$ cat config.mk
export PLATFORM = sky130hd
export DESIGN_NAME = gcd_stein_core_flat
export DESIGN_NICKNAME = d
export VERILOG_FILES = /design/src/rtl/gcd_stein_core_if.sv /design/src/rtl/gcd_stein_core.sv /design/src/flat_wrapper.sv
export SDC_FILE = /design/constraint.sdc
export NUM_CORES = 1
export LEC_CHECK = 0
export BUFFER_PORTS_ARGS = -buffer_cell sky130_fd_sc_hd__buf_2
export CAP_MARGIN = 20
export CORE_MARGIN = 2
export CORE_UTILIZATION = 30
export CTS_CLUSTER_DIAMETER = 40
export DETAILED_ROUTE_END_ITERATION = 8
export GPL_ROUTABILITY_DRIVEN = 1
export PLACE_DENSITY = 0.53
export SLEW_MARGIN = 0
export SYNTH_ARGS = -nofsm -noshare
export SYNTH_HDL_FRONTEND = slang
export SYNTH_SLANG_ARGS = --single-unit
$ cat constraint.sdc
create_clock -name clk -period 3.6 [get_ports clk]
set_clock_uncertainty 0.1 [all_clocks]
set_input_delay 0.36 -clock clk [delete_from_list [all_inputs] [get_ports clk]]
set_output_delay 0.36 -clock clk [all_outputs]
set_load 0.02 [all_outputs]
$ cat src/rtl/gcd_stein_core_if.sv
// Operand/result bundle between the pin wrapper and the Stein GCD core.
// The wrapper drives the master side; the core implements the slave side.
interface gcd_stein_core_if #(
    parameter int unsigned WIDTH = 8,
    parameter int unsigned CNT_W = 5
);
    logic             req;
    logic [WIDTH-1:0] a_in;
    logic [WIDTH-1:0] b_in;
    logic             ack;
    logic             busy;
    logic [WIDTH-1:0] gcd_out;
    logic [CNT_W-1:0] cycles;
    logic             zero_flag;

    modport master (
        output req, a_in, b_in,
        input  ack, busy, gcd_out, cycles, zero_flag
    );

    modport slave (
        input  req, a_in, b_in,
        output ack, busy, gcd_out, cycles, zero_flag
    );
endinterface

$ cat src/rtl/gcd_stein_core.sv
// Binary (Stein) GCD engine: one reduction step per clock, four-phase req/ack.
// Zero operands bypass the reduction loop; the step count saturates.
module gcd_stein_core #(
    parameter int unsigned WIDTH = 8,
    parameter int unsigned CNT_W = 5
) (
    input  logic              clk,
    input  logic              rst_n,
    gcd_stein_core_if.slave   bus
);
    localparam int unsigned K_W = $clog2(WIDTH + 1);
    localparam logic [CNT_W-1:0] CNT_MAX = '1;

    typedef enum logic [1:0] {
        IDLE,
        CALC,
        DONE
    } state_e;

    state_e           state_q;
    logic [WIDTH-1:0] a_q;
    logic [WIDTH-1:0] b_q;
    logic [K_W-1:0]   k_q;
    logic [WIDTH-1:0] gcd_q;
    logic [CNT_W-1:0] cycles_q;
    logic             ack_q;
    logic             busy_q;
    logic             zero_q;

    logic [WIDTH-1:0] a_d;
    logic [WIDTH-1:0] b_d;
    logic [K_W-1:0]   k_d;
    logic [CNT_W-1:0] cycles_d;
    logic [WIDTH-1:0] gcd_d;

    // One reduction step; the a==b terminating case is handled in the FSM.
    // The larger operand is always the minuend, so the subtraction cannot borrow.
    always_comb begin
        a_d = a_q;
        b_d = b_q;
        k_d = k_q;
        if (!a_q[0] && !b_q[0]) begin
            a_d = a_q >> 1;
            b_d = b_q >> 1;
            k_d = k_q + K_W'(1);
        end else if (!a_q[0]) begin
            a_d = a_q >> 1;
        end else if (!b_q[0]) begin
            b_d = b_q >> 1;
        end else if (a_q > b_q) begin
            a_d = (a_q - b_q) >> 1;
        end else begin
            b_d = (b_q - a_q) >> 1;
        end
    end

    always_comb begin
        cycles_d = (cycles_q == CNT_MAX) ? cycles_q : cycles_q + CNT_W'(1);
        gcd_d    = a_q << k_q;
    end

    always_ff @(posedge clk or negedge rst_n) begin
        if (!rst_n) begin
            state_q  <= IDLE;
            a_q      <= '0;
            b_q      <= '0;
            k_q      <= '0;
            gcd_q    <= '0;
            cycles_q <= '0;
            ack_q    <= 1'b0;
            busy_q   <= 1'b0;
            zero_q   <= 1'b0;
        end else begin
            case (state_q)
                IDLE: begin
                    if (bus.req && !ack_q) begin
                        a_q      <= bus.a_in;
                        b_q      <= bus.b_in;
                        k_q      <= '0;
                        cycles_q <= '0;
                        zero_q   <= 1'b0;
                        if (bus.a_in == '0 || bus.b_in == '0) begin
                            gcd_q   <= bus.a_in | bus.b_in;
                            zero_q  <= 1'b1;
                            state_q <= DONE;
                        end else begin
                            busy_q  <= 1'b1;
                            state_q <= CALC;
                        end
                    end
                end
                CALC: begin
                    cycles_q <= cycles_d;
                    if (a_q == b_q) begin
                        gcd_q   <= gcd_d;
                        busy_q  <= 1'b0;
                        state_q <= DONE;
                    end else begin
                        a_q <= a_d;
                        b_q <= b_d;
                        k_q <= k_d;
                    end
                end
                DONE: begin
                    // ack rises on the first DONE edge regardless of req, so a
                    // request withdrawn during CALC still sees a one-cycle pulse.
                    if (!ack_q) begin
                        ack_q <= 1'b1;
                    end else if (!bus.req) begin
                        ack_q   <= 1'b0;
                        state_q <= IDLE;
                    end
                end
                default: begin
                    state_q <= IDLE;
                    ack_q   <= 1'b0;
                    busy_q  <= 1'b0;
                end
            endcase
        end
    end

    assign bus.ack       = ack_q;
    assign bus.busy      = busy_q;
    assign bus.gcd_out   = gcd_q;
    assign bus.cycles    = cycles_q;
    assign bus.zero_flag = zero_q;
endmodule

$ cat src/flat_wrapper.sv
// flat-port wrapper written by rule: the top's interface ports become plain ports
module gcd_stein_core_flat 
#(
    parameter int unsigned WIDTH = 8,
    parameter int unsigned CNT_W = 5
)
  (clk, rst_n, bus_req, bus_a_in, bus_b_in, bus_ack, bus_busy, bus_gcd_out, bus_cycles, bus_zero_flag);
  gcd_stein_core_if #(.WIDTH(WIDTH), .CNT_W(CNT_W)) bus_i ();
  input  logic clk;
  input  logic rst_n;
  input wire logic [$bits(bus_i.req)-1:0] bus_req;
  input wire logic [$bits(bus_i.a_in)-1:0] bus_a_in;
  input wire logic [$bits(bus_i.b_in)-1:0] bus_b_in;
  output wire logic [$bits(bus_i.ack)-1:0] bus_ack;
  output wire logic [$bits(bus_i.busy)-1:0] bus_busy;
  output wire logic [$bits(bus_i.gcd_out)-1:0] bus_gcd_out;
  output wire logic [$bits(bus_i.cycles)-1:0] bus_cycles;
  output wire logic [$bits(bus_i.zero_flag)-1:0] bus_zero_flag;
  assign bus_i.req = bus_req;
  assign bus_i.a_in = bus_a_in;
  assign bus_i.b_in = bus_b_in;
  assign bus_ack = bus_i.ack;
  assign bus_busy = bus_i.busy;
  assign bus_gcd_out = bus_i.gcd_out;
  assign bus_cycles = bus_i.cycles;
  assign bus_zero_flag = bus_i.zero_flag;
  gcd_stein_core #(.WIDTH(WIDTH), .CNT_W(CNT_W)) u_core (.clk(clk), .rst_n(rst_n), .bus(bus_i));
endmodule
# After elaboration in Yosys (flattened, before gate mapping)

Index checks and enable logic that the tools add are counted.

Multipliers: 0
$add $sub $neg: 4
Shifts and indexed selects: 1
Equality and inequality tests: 17
Divide/modulo/power cells: 0
$lt $le $gt $ge: 1
Bitwise logic cells: 2
Reductions and logical operators: 21
Mux-type cells: 39

Operators by type and width:

| kind                                                  | number |
|---|---|
| two-way mux 8 bit                                     | 15 |
| one-hot mux 8 bit (2 select lines)                    | 3 |
| AND reduction 4 bit                                   | 5 |
| zero test 8 bit                                       | 2 |
| subtractor 8 bit                                      | 2 |
| two-way mux 4 bit                                     | 3 |
| inequality test 4 bit, second input constant          | 3 |
| two-way mux 2 bit                                     | 5 |
| two-way mux 5 bit                                     | 2 |
| inequality test 2 x 1 -> 1 bit, second input constant | 5 |
| one-hot mux 5 bit (2 select lines)                    | 1 |
| AND reduction 5 bit                                   | 2 |
| equality test 8 bit                                   | 1 |
| greater-than comparator 8 bit                         | 1 |
| inequality test 2 bit, second input constant          | 4 |
| OR 8 bit                                              | 1 |
| one-hot mux 4 bit (2 select lines)                    | 1 |
| left shift 8 x 4 -> 8 bit                             | 1 |
| two-way mux 1 bit                                     | 6 |
| one-hot mux 2 bit (3 select lines)                    | 1 |
| AND reduction 3 bit                                   | 2 |
| adder 5 x 1 -> 5 bit, second input constant           | 1 |
| equality test 5 bit, second input constant            | 1 |
| adder 4 x 1 -> 4 bit, second input constant           | 1 |
| 13 further kinds                                      | 16 |

Bits in read-only memories: 0
Latch bits: 0
Memory bits (writable): 0
Flip-flop bits (word level): 38
Logic and storage cells: 96
Memories kept: 0

# Logic depth before layout (Yosys ltp)

Word-level depth: 7
Mapped depth: 10

# Least setup slack after synthesis

No wires, ideal clock.

Path type: flip-flop to flip-flop
Start: reg u_core.a_q[0]
End: reg u_core.a_q[6]
Setup time: 92 ps
Slack: 1,014 ps
Path buffers: 1
Stages on the path, launching flop included: 11
Arrival: 2,394 ps
Path through: dfrtp_1 > inv_1 > ha_1 > fa_1 > nand2b_1 > a21o_1 > a211oi_2 > and3_1 > buf_6 > a221oi_2 > o31ai_2

Longest elaborated chain between the ends: 7

RTL lines:

| element                            | RTL line             | source |
|---|---|---|
| start: declaration                 | gcd_stein_core.sv:21 | `logic [WIDTH-1:0] a_q;` |
| start signal: assignment           | gcd_stein_core.sv:77 | `a_q <= bus.a_in;` |
| subtractor 8 bit                   | gcd_stein_core.sv:51 | `a_d = (a_q - b_q) >> 1;` |
| two-way mux 8 bit                  | gcd_stein_core.sv:50 | `end else if (a_q > b_q) begin` |
| two-way mux 8 bit                  | gcd_stein_core.sv:48 | `end else if (!b_q[0]) begin` |
| two-way mux 8 bit                  | gcd_stein_core.sv:46 | `end else if (!a_q[0]) begin` |
| two-way mux 8 bit                  | gcd_stein_core.sv:42 | `if (!a_q[0] && !b_q[0]) begin` |
| two-way mux 8 bit                  | gcd_stein_core.sv:94 | `if (a_q == b_q) begin` |
| one-hot mux 8 bit (2 select lines) | gcd_stein_core.sv:74 | `case (state_q)` |

Several ways; a longest one is shown, not always the timed one. The select of a mux whose other input is x is not followed.
A chain may end at the register's enable or synchronous reset.

# Worst setup path in the final report

Start: reg u_core.a_q[0]
End: reg u_core.a_q[4]

Same word-level chain as after synthesis.

==> metrics.csv <==
stage,metric,value,unit
die,core_area,9639,sq um
grt,first_global_vias,2528,
routing,drt_iter0_drc,153,
power,vdd_drop_max,0.2525,mV
die,die_y,102.9,microns
routing,route.met3.wl,457,microns
clock_tree,clk_pin_slew,0.08,ns
routing,wl_met2,3665,microns
routing,drt_first_pass_iters,4,
clock_tree,root_buffer,clkbuf_8,
setup_path,reg2reg_depth,9,
power,power_density,1136,nW/um^2
final_layout,multi_input_area,1817,sq um
setup_path,crit_end,u_core.a_q[4]$_DFFE_PN0P_,
final_layout,area_growth,12.71,%
die,die-area,10590,sq um
place,hpwlAfterDp,6359,microns
sta,slew_viol_final,0,
clock_tree,clk_latency,0.30,ns
status,outcome,"complete, no violations",
synth,synth-seq-area-share,0.3241,
clock_tree,max-clock-path-buffers,2,
sta,slew_headroom,0.4041,
sta,tightest_slew,0.8938,ns
routing,postRouteAntennaNets,0,
routing,via_per_inst,5.320,
grt,grt.overflow.total,0,
final_layout,fillCellCount,1042,
final_layout,final_area,3307,sq um
clock_tree,cts_resized,0,
routing,wirelength,8258,microns
sta,finalSetupTns,0,ns
final_layout,ff_latch_area,950.9,sq um
clock_tree,hold_buffers,0,
die,die_x,102.9,microns
setup_path,rrSetupSlack,0.50,ns
place,gp_congestion,0.8729,
sta,setup_viol,0,
sta,post-route-min-period,3.097,ns
sta,timing.final.hold_violations,0,
synth,yosysUniqueCellTypes,56,
synth,avgSynthCellArea,8.811,sq um
setup_path,worst_ep_arrival_time,3.20,ns
worst_hold_path,hold_class,in2async,
place,portBuffers,34,
power,power,3757,uW
clock_tree,htree_levels,2,
synth,synth_edf_count,0,
synth,synth.net_count,373,
power,p_seq_frac,0.239,
clock_tree,numClockSinks,38,
sta,fmaxAchievable,322.9,MHz
routing,drc,0,
grt,antenna_found_initial,0,
grt,grt_pass1_wl,13090,microns
final_layout,drive_gt1_frac,0.2022,
setup_path,rr_startpoint,u_core.a_q[0]$_DFFE_PN0P_,
sta,period_share,0.8602,
clock_tree,cts_buffers,5,
setup_path,end_kind,register,
sta,rsz0062_at_grt,no,
power,combPwrFrac,0.660,
final_layout,mostFrequentLayoutCells,"nor2_1 (46), dfrtp_1 (38), buf_2 (34)",
power,power.leakage,0.001499,uW
power,p_int,1852,uW
setup_path,critPathLaunch,u_core.a_q[0]$_DFFE_PN0P_,
synth,ys_seq_elements,38,
synth,yosys_warnings,0,
power,p_clk_frac,0.101,
synth,yosys_most_used_dff,dfrtp_1,
job,maxCapViolations,0,
setup_path,r2r_end,u_core.a_q[4]$_DFFE_PN0P_,
final_layout,antenna_cells,0,
power,switching_power,1905,uW
synth,async_reset_ff_frac,1.000,
final_layout,final_common_cell,nor2_1,
final_layout,final_core_util,0.3431,
setup_path,start_kind,register,
grt,track_usage,0.1613,
setup_path,required,3.70,ns
die,start_util,0.3044,
grt,grt_max_degree,39,
synth,syn_area,2934,sq um
clock_tree,cts_tree,done,
routing,post_drt_wl_per_cell,16.72,microns
setup_path,worstPathMaxFanout,7,
setup_path,critPathKind,reg2reg,
clock_tree,postCtsSetupBuffers,0,
synth,syn_inst,333,
routing,via_count,2628,
power,p_sw_frac,0.5070,
routing,wl_met1,4023,microns
routing,dr.max_layer_used,met4,
final_layout,nNetsFinal,401,
place,dpl_cell_area,3194,sq um
die,io-pin-count,35,
die,rows,36,
[metal layers]
metal	track usage	up-vias
met2	0.2403	73
met1	0.2331	1285
met4	0.04555	0
met3	0.03864	11
li1	-	1259
met5	0	-
[Yosys cell counts (5+ instances only)]
| cell | count | share of area |
|---|---|---|
| a21o_1 | 5 | 0.013 |
| xnor2_1 | 8 | 0.024 |
| buf_2 | 6 | 0.010 |
| nand2b_1 | 5 | 0.011 |
| mux2i_1 | 5 | 0.017 |
| inv_1 | 18 | 0.023 |
| xor2_1 | 5 | 0.015 |
| nor2_1 | 46 | 0.059 |
| o22ai_1 | 5 | 0.011 |
| a21oi_1 | 12 | 0.020 |
| nand2_1 | 27 | 0.035 |
| o21ai_0 | 32 | 0.055 |
| a31oi_1 | 7 | 0.015 |
| ha_1 | 19 | 0.081 |
| mux2_2 | 10 | 0.038 |
| a221oi_2 | 5 | 0.026 |
| nor3_1 | 6 | 0.010 |
| dfrtp_1 | 38 | 0.32 |
[worst max-delay path, cell delays in order, from the launching register on]
cell      delay, ns
dfrtp_1        0.46
inv_1          0.17
ha_1           0.24
fa_1           0.40
nand2b_1       0.19
a21o_1         0.18
a211oi_2       0.40
and3_1         0.47
a31oi_1        0.16
o31ai_2        0.24
[through the flow]
step / setup WS [ns] / hold WS (ns) / cells
final: 0.5033 / 0.08988 / 494
after global routing: 0.3416 / 0.1577 / 494
after CTS: 0.5263 / 0.1210 / 494
after detailed placement: 0.5475 / 0.3726 / 487
after global placement: 0.6305 / 0.3738 / 487
after floorplan: 1.014 / -0.03559 / 333
[final cells by class]
class	count	area share
inverter	18	0.02043
timing repair buffer	37	0.05827
clock inverter	1	0.009081
sequential	38	0.2876
tap	133	0.05032
multi-input combinational	261	0.5494
clock buffer	6	0.02497
[logic make-up (layout without fill, tap and decap cells)]
| kind of cell | after synthesis | in the layout | synth area share |
|---|---|---|---|
| DFF | 38 | 38 | 0.3241 |
| adders and majority gates | 21 | 21 | 0.09467 |
| and+or+nand+nor | 110 | 110 | 0.1761 |
| muxes | 15 | 15 | 0.05544 |
| AOI/OAI and AO/OA | 102 | 102 | 0.2542 |
| xor gates and xnor gates | 13 | 13 | 0.03881 |
| buffers and inverters | 34 | 62 | 0.05671 |
[flip-flops by register name (all words and copies together), names as in the netlist]
name and flops:
u_core.bus.ack 1, u_core.bus.zero_flag 1, u_core.bus.cycles 5, u_core.bus.gcd_out 8
u_core.bus.busy 1, u_core.b_q 8, u_core.k_q 4, u_core.state_q 2
u_core.a_q 8
[how the worst min path moves through the flow]
stage                                             end  slack (ns)  cells after the start
finish              u_core.bus.gcd_out[7]$_DFFE_PN0P_        0.09                      1
global route        u_core.bus.gcd_out[7]$_DFFE_PN0P_        0.16                      1
CTS                 u_core.bus.gcd_out[7]$_DFFE_PN0P_        0.12                      1
detailed placement        u_core.bus.busy$_DFFE_PN0P_        0.37                      1
global placement          u_core.bus.busy$_DFFE_PN0P_        0.37                      1
floorplan                   u_core.a_q[0]$_DFFE_PN0P_       -0.04                      0
[power groups by stage]
stage          Sequential (uW)  Combinational [uW]  Clock, uW
4_1_cts                    895                2470        391
6_report                   897                2480        379
3_5_place_dp               904                2450          0
3_3_place_gp               896                2460          0
5_1_grt                    932                2770        404
2_1_floorplan              902                1910          0
No activity file was read; power rests on OpenSTA's default activity.
